[src/rtl/axis_arb_mux.sv]
// axis_arb_mux: packet-aware N:1 AXI-Stream multiplexer with a registered
// output stage. An input holds the grant for a whole packet (packets are
// never interleaved) and optionally for several back-to-back packets.
// Arbitration is round-robin or fixed priority (lowest index wins).
//
// Ports:
//   Clk, Rst        clock (rising edge), asynchronous active-high reset
//   S_axis_valid    per-input valid
//   S_axis_data     per-input data (unpacked array of NUM_INPUTS vectors)
//   S_axis_last     per-input end of packet
//   S_axis_ready    per-input ready, at most one bit high (combinational)
//   M_axis_ready    downstream ready
//   M_axis_valid    output valid (registered)
//   M_axis_data     output data (registered)
//   M_axis_last     output end of packet (registered)
//   M_axis_user     index of the input that produced the beat (registered)
module axis_arb_mux #(
  parameter int unsigned  AXI_DATA_WIDTH    = 32,
  parameter int unsigned  NUM_INPUTS        = 4,
  parameter int unsigned  ARB_MODE          = 0,
  parameter int unsigned  MAX_BURST_PACKETS = 1,
  localparam int unsigned USER_WIDTH        = ($clog2(NUM_INPUTS) > 1) ? $clog2(NUM_INPUTS) : 1
) (
  input  logic                      Clk,
  input  logic                      Rst,
  input  logic [NUM_INPUTS-1:0]     S_axis_valid,
  input  logic [AXI_DATA_WIDTH-1:0] S_axis_data [NUM_INPUTS],
  input  logic [NUM_INPUTS-1:0]     S_axis_last,
  output logic [NUM_INPUTS-1:0]     S_axis_ready,
  input  logic                      M_axis_ready,
  output logic                      M_axis_valid,
  output logic [AXI_DATA_WIDTH-1:0] M_axis_data,
  output logic                      M_axis_last,
  output logic [USER_WIDTH-1:0]     M_axis_user
);

  localparam int unsigned           BURST_W  = $clog2(MAX_BURST_PACKETS + 1);
  localparam logic [USER_WIDTH-1:0] LAST_IDX = USER_WIDTH'(NUM_INPUTS - 1);

  typedef enum logic {
    ST_IDLE   = 1'b0,
    ST_ACTIVE = 1'b1
  } state_t;

  state_t                r_state;
  logic [USER_WIDTH-1:0] r_grant;
  logic [USER_WIDTH-1:0] r_rr_ptr;
  logic [BURST_W-1:0]    r_burst_cnt;

  logic                  w_out_free;
  logic                  w_accept;
  logic                  w_last_in;
  logic                  w_burst_more;
  logic                  w_found;
  logic [USER_WIDTH-1:0] w_winner;
  logic [USER_WIDTH-1:0] w_base;
  logic [USER_WIDTH-1:0] w_next_ptr;

  // Index 'off' positions above 'base', wrapping at NUM_INPUTS.
  function automatic logic [USER_WIDTH-1:0] wrap_idx(input logic [USER_WIDTH-1:0] base,
                                                     input int unsigned           off);
    int unsigned sum;
    sum = 32'(base) + off;
    return USER_WIDTH'(sum % NUM_INPUTS);
  endfunction

  // Output register can take a new beat when empty or being drained this cycle.
  assign w_out_free   = !M_axis_valid || M_axis_ready;
  assign w_accept     = (r_state == ST_ACTIVE) && S_axis_valid[r_grant] && w_out_free;
  assign w_last_in    = S_axis_last[r_grant];
  assign w_burst_more = (32'(r_burst_cnt) + 32'd1) < MAX_BURST_PACKETS;
  assign w_next_ptr   = (r_grant == LAST_IDX) ? '0 : r_grant + USER_WIDTH'(1);

  // Fixed priority always searches from input 0; round-robin from the pointer.
  assign w_base       = (ARB_MODE == 1) ? '0 : r_rr_ptr;

  // First valid input at or above w_base, with wrap.
  always_comb begin
    w_found  = 1'b0;
    w_winner = '0;
    for (int unsigned i = 0; i < NUM_INPUTS; i++) begin
      if (!w_found && S_axis_valid[wrap_idx(w_base, i)]) begin
        w_found  = 1'b1;
        w_winner = wrap_idx(w_base, i);
      end
    end
  end

  // Only the granted input sees ready, and only while the output can load.
  always_comb begin
    S_axis_ready = '0;
    if (r_state == ST_ACTIVE) begin
      S_axis_ready[r_grant] = w_out_free;
    end
  end

  // Arbiter FSM and output register.
  always_ff @(posedge Clk or posedge Rst) begin
    if (Rst) begin
      r_state      <= ST_IDLE;
      r_grant      <= '0;
      r_rr_ptr     <= '0;
      r_burst_cnt  <= '0;
      M_axis_valid <= 1'b0;
      M_axis_data  <= '0;
      M_axis_last  <= 1'b0;
      M_axis_user  <= '0;
    end else begin
      if (w_accept) begin
        M_axis_valid <= 1'b1;
        M_axis_data  <= S_axis_data[r_grant];
        M_axis_last  <= w_last_in;
        M_axis_user  <= r_grant;
      end else if (M_axis_ready) begin
        M_axis_valid <= 1'b0;
      end

      case (r_state)
        // One bubble cycle per grant: ready stays low while arbitrating.
        ST_IDLE: begin
          if (w_found) begin
            r_grant <= w_winner;
            r_state <= ST_ACTIVE;
          end
        end
        // Grant is held until the burst allowance of packets is used up.
        ST_ACTIVE: begin
          if (w_accept && w_last_in) begin
            if (w_burst_more) begin
              r_burst_cnt <= r_burst_cnt + BURST_W'(1);
            end else begin
              r_burst_cnt <= '0;
              r_rr_ptr    <= w_next_ptr;
              r_state     <= ST_IDLE;
            end
          end
        end
        default: r_state <= ST_IDLE;
      endcase
    end
  end

`ifndef SYNTHESIS
  a_ready_onehot0: assert property (@(posedge Clk) disable iff (Rst)
    $onehot0(S_axis_ready));

  a_out_hold: assert property (@(posedge Clk) disable iff (Rst)
    (M_axis_valid && !M_axis_ready) |=>
      (M_axis_valid && $stable(M_axis_data) && $stable(M_axis_last) && $stable(M_axis_user)));

  a_user_in_pkt: assert property (@(posedge Clk) disable iff (Rst)
    (M_axis_valid && M_axis_ready && !M_axis_last) |=>
      (!M_axis_valid || $stable(M_axis_user)));
`endif

endmodule
[config.mk]
export PLATFORM = sky130hd
export DESIGN_NAME = axis_arb_mux
export DESIGN_NICKNAME = d
export VERILOG_FILES = /design/src/rtl/axis_arb_mux.sv
export SDC_FILE = /design/constraint.sdc
export NUM_CORES = 1
export LEC_CHECK = 0
export ABC_CLOCK_PERIOD_IN_PS = 2200
export CAP_MARGIN = 20
export CORE_ASPECT_RATIO = 1.1
export CORE_UTILIZATION = 30
export DETAILED_ROUTE_END_ITERATION = 10
export GPL_ROUTABILITY_DRIVEN = 0
export GPL_TIMING_DRIVEN = 0
export HOLD_SLACK_MARGIN = 0.05
export PLACE_DENSITY_LB_ADDON = 0.2
export SYNTH_ARGS = -nofsm -noshare
export SYNTH_HDL_FRONTEND = slang
export SYNTH_SLANG_ARGS = --single-unit
export TNS_END_PERCENT = 50
[constraint.sdc]
create_clock -name Clk -period 2.2 [get_ports Clk]
set_input_delay 0.44 -clock Clk [delete_from_list [all_inputs] [get_ports Clk]]
set_output_delay 0.44 -clock Clk [all_outputs]
set_load 0.03 [all_outputs]
==> impl_metrics.toml <==
[setup_path]
critPathArrivalTime_ns = 1.66
crit_type = "reg2out"
crit_path_start_kind = "flip-flop"
crit_chain = "buf_12 > buf_12 > inv_1 > ha_1 > and3_1 > buf_2"
crit_fanout = 13
critPathSlowestCell = "dfrtp_1"
path_buf_inv = 4
critPathMaxStageDelay_ns = 0.44
crit_top_cell = "buf_12"
critical_path.endpoint_type = "output port"
critPathRequiredTime_ns = 1.76
critical-path-top-delay-family = "buffers and inverters"

[synthesis]
netlist_instances = 217
synth_top_family_by_area = "multiplexers"
ys_top_cells_by_area = "dfrtp_1, mux4_2, mux2_2"
syn_avg_cell_area_um2 = 12.1
ys_ff_latch = 41
yosys.area_share.xor_xnor = 0
synth_area_um2 = 2620
ys_types = 28
synth_top_area_frac = 0.391
synth_mux_area_frac = 0.380
synth-simple-area-share = 0.0701
synth_compound_area_frac = 0.0796
seq_area_frac_synth = 0.391
yosysTopAreaCell = "dfrtp_1"
synthAdderAreaFrac = 0.0191
ys.warnings.count = 0
synth_nets = 360

[timing]
grt_setup_unrepaired = "yes"
tightest_slew_ns = 0.885
clock_skew_ns = 0.00369
setup_ws_ns = 0.0995
slew_viol_final = 0
max_slew_margin = 0.409
min_period_over_period = 0.955
fmax_ghz = 0.476
setup_tns_ns = 0
period_needed_ns = 2.10
hold_viol = 0
setup-violations-final = 0

[place]
dp_hpwl_mm = 6.21
dp_slack_ns = -0.551
portBuffers = 178
place_inst = 506

[floorplan]
die_w_um = 91.2
coreArea_um2 = 8450
die_y_um = 100
num_io_pins = 179
num_rows = 35
initial_core_util = 0.310
die-area_um2 = 9120

[layout]
antenna_cells = 0
mostFrequentLayoutCells = "clkdlybuf4s50_1, dfrtp_1, mux2_2, mux4_2, nand2_1"
layout_commonest_cell = "clkdlybuf4s50_1"
instances_no_fill = 512
synthToLayoutAreaGrowth_pct = 76.8
layout.nets = 544
drive_gt1_frac = 0.204

[clock_tree]
cts_max_path_buffers = 2
clock_tree.root_cell = "clkbuf_8"
cts.clk_slew.worst_paths_ns = 0.08
clk-insertion-delay-late_ns = 0.29
holdBufCountCts = 0
htree_levels = 2
tritoncts = "done"
cts_sinks = 41
cts_buffers = 5

[routing]
via_count = 2474
routed_wl_mm = 7.80
antenna_left = 0
wl_per_cell_um = 15.2
drt-pass1-iter-count = 4
first_iter_violations = 51
vias_per_cell = 4.83
drc = 0

[pwr]
ir_drop_mv = 0.623
power_density_nw_per_um2 = 1190
total_power_w = 0.00551
leakage_nw = 1.86

[worst_hold_path]
hp-class = "reg2reg"

[grt]
grt_pass1_vias = 2514
antenna_found_initial = 0
grt_pass1_wl_mm = 12.6
grt_use_total = 0.176
grt_start_max_net_pins = 42
grt_overflow = 0

[run]
drv_cap = 0

[run_status]
status = "completed"
-- through the flow --
step	utilization	area, um^2	hold slack [ns]
finish	0.549	4640	0.490
global route	0.549	4640	0.521
CTS	0.550	4640	0.491
detailed placement	0.538	4540	0.472
global placement	0.538	4540	0.464
floorplan	-	2620	0.513
-- routing by layer --
| layer | routed length [um] | track usage |
|---|---|---|
| met4 | 56 | 0.0366 |
| met2 | 4080 | 0.328 |
| met1 | 2950 | 0.198 |
| met3 | 711 | 0.0545 |
| met5 | 0 | 0 |
-- worst reg2reg max path, delay by kind of cell, from the launching register on --
kind                   cells  cell delay (ns)
multiplexers               2             0.83
flip-flops                 1             0.43
buffers and inverters      3             0.59
-- flip-flops by register name, indices dropped and copies added (netlist names) --
signal and count:
r_grant 2, M_axis_user 2, M_axis_data 32, M_axis_valid 1, M_axis_last 1, r_rr_ptr 2, r_state 1
-- synthesized netlist by cell type, drive strengths merged --
library cell,n
nand2,18
mux2,33
a21o,1
o22ai,1
and3,4
or3,1
a32oi,1
o31ai,1
o221ai,2
dfrtp,41
mux4,22
mux2i,13
buf,12
nand4,1
a31o,1
nand2b,1
nor4,1
o21ai,15
nand3,1
inv,8
a21boi,1
clkbuf,5
ha,4
nor2,15
a21oi,14
-- where the power goes --
part / internal (W) / switching [W] / total [W]
Combinational: 0.00185 / 0.00184 / 0.00370
Clock: 0.000249 / 0.000256 / 0.000505
Sequential: 0.00112 / 0.000193 / 0.00131
-- path summary, 6_finish.rpt --
path / startpoint / to / slack [ns] / depth (start not counted)
max: r_grant[0] / S_axis_ready[0] / 0.1 / 6
min: M_axis_data[28] / M_axis_data[28] / 0.49 / 2
max reg2reg: r_grant[0] / M_axis_data[20] / 0.23 / 5
min reg2reg: M_axis_data[28] / M_axis_data[28] / 0.49 / 2
max in group asynchronous: Rst / M_axis_data[16] / 1.00 / 2
min in group asynchronous: Rst / M_axis_data[0] / 0.66 / 2
-- layout make-up --
class / count / area (um^2)
plain buffers: 14 / 126
clock buffers: 7 / 86.3
fillers: 744 / 3810
inverters: 8 / 33.8
multi-input cells: 151 / 1440
flip-flops and latches: 41 / 1030
well taps: 111 / 139
repair buffers: 180 / 1790
-- cells by family (layout without fill, tap and decap cells) --
kind of cell             Yosys count  after routing
AND/OR/NAND/NOR                   42             42
flip-flops                        41             41
multiplexers                      68             68
AO/OA/AOI/OAI                     37             37
buffers and inverters             25            209
adder cells (fa/ha/maj)            4              4
-- timing repair --
action,in CTS,in global routing
gates resized for setup,19,5
endpoints found under the setup margin,4,4
setup buffers,2,0
pin swaps,0,0
Power figures use the tool's default switching activity.
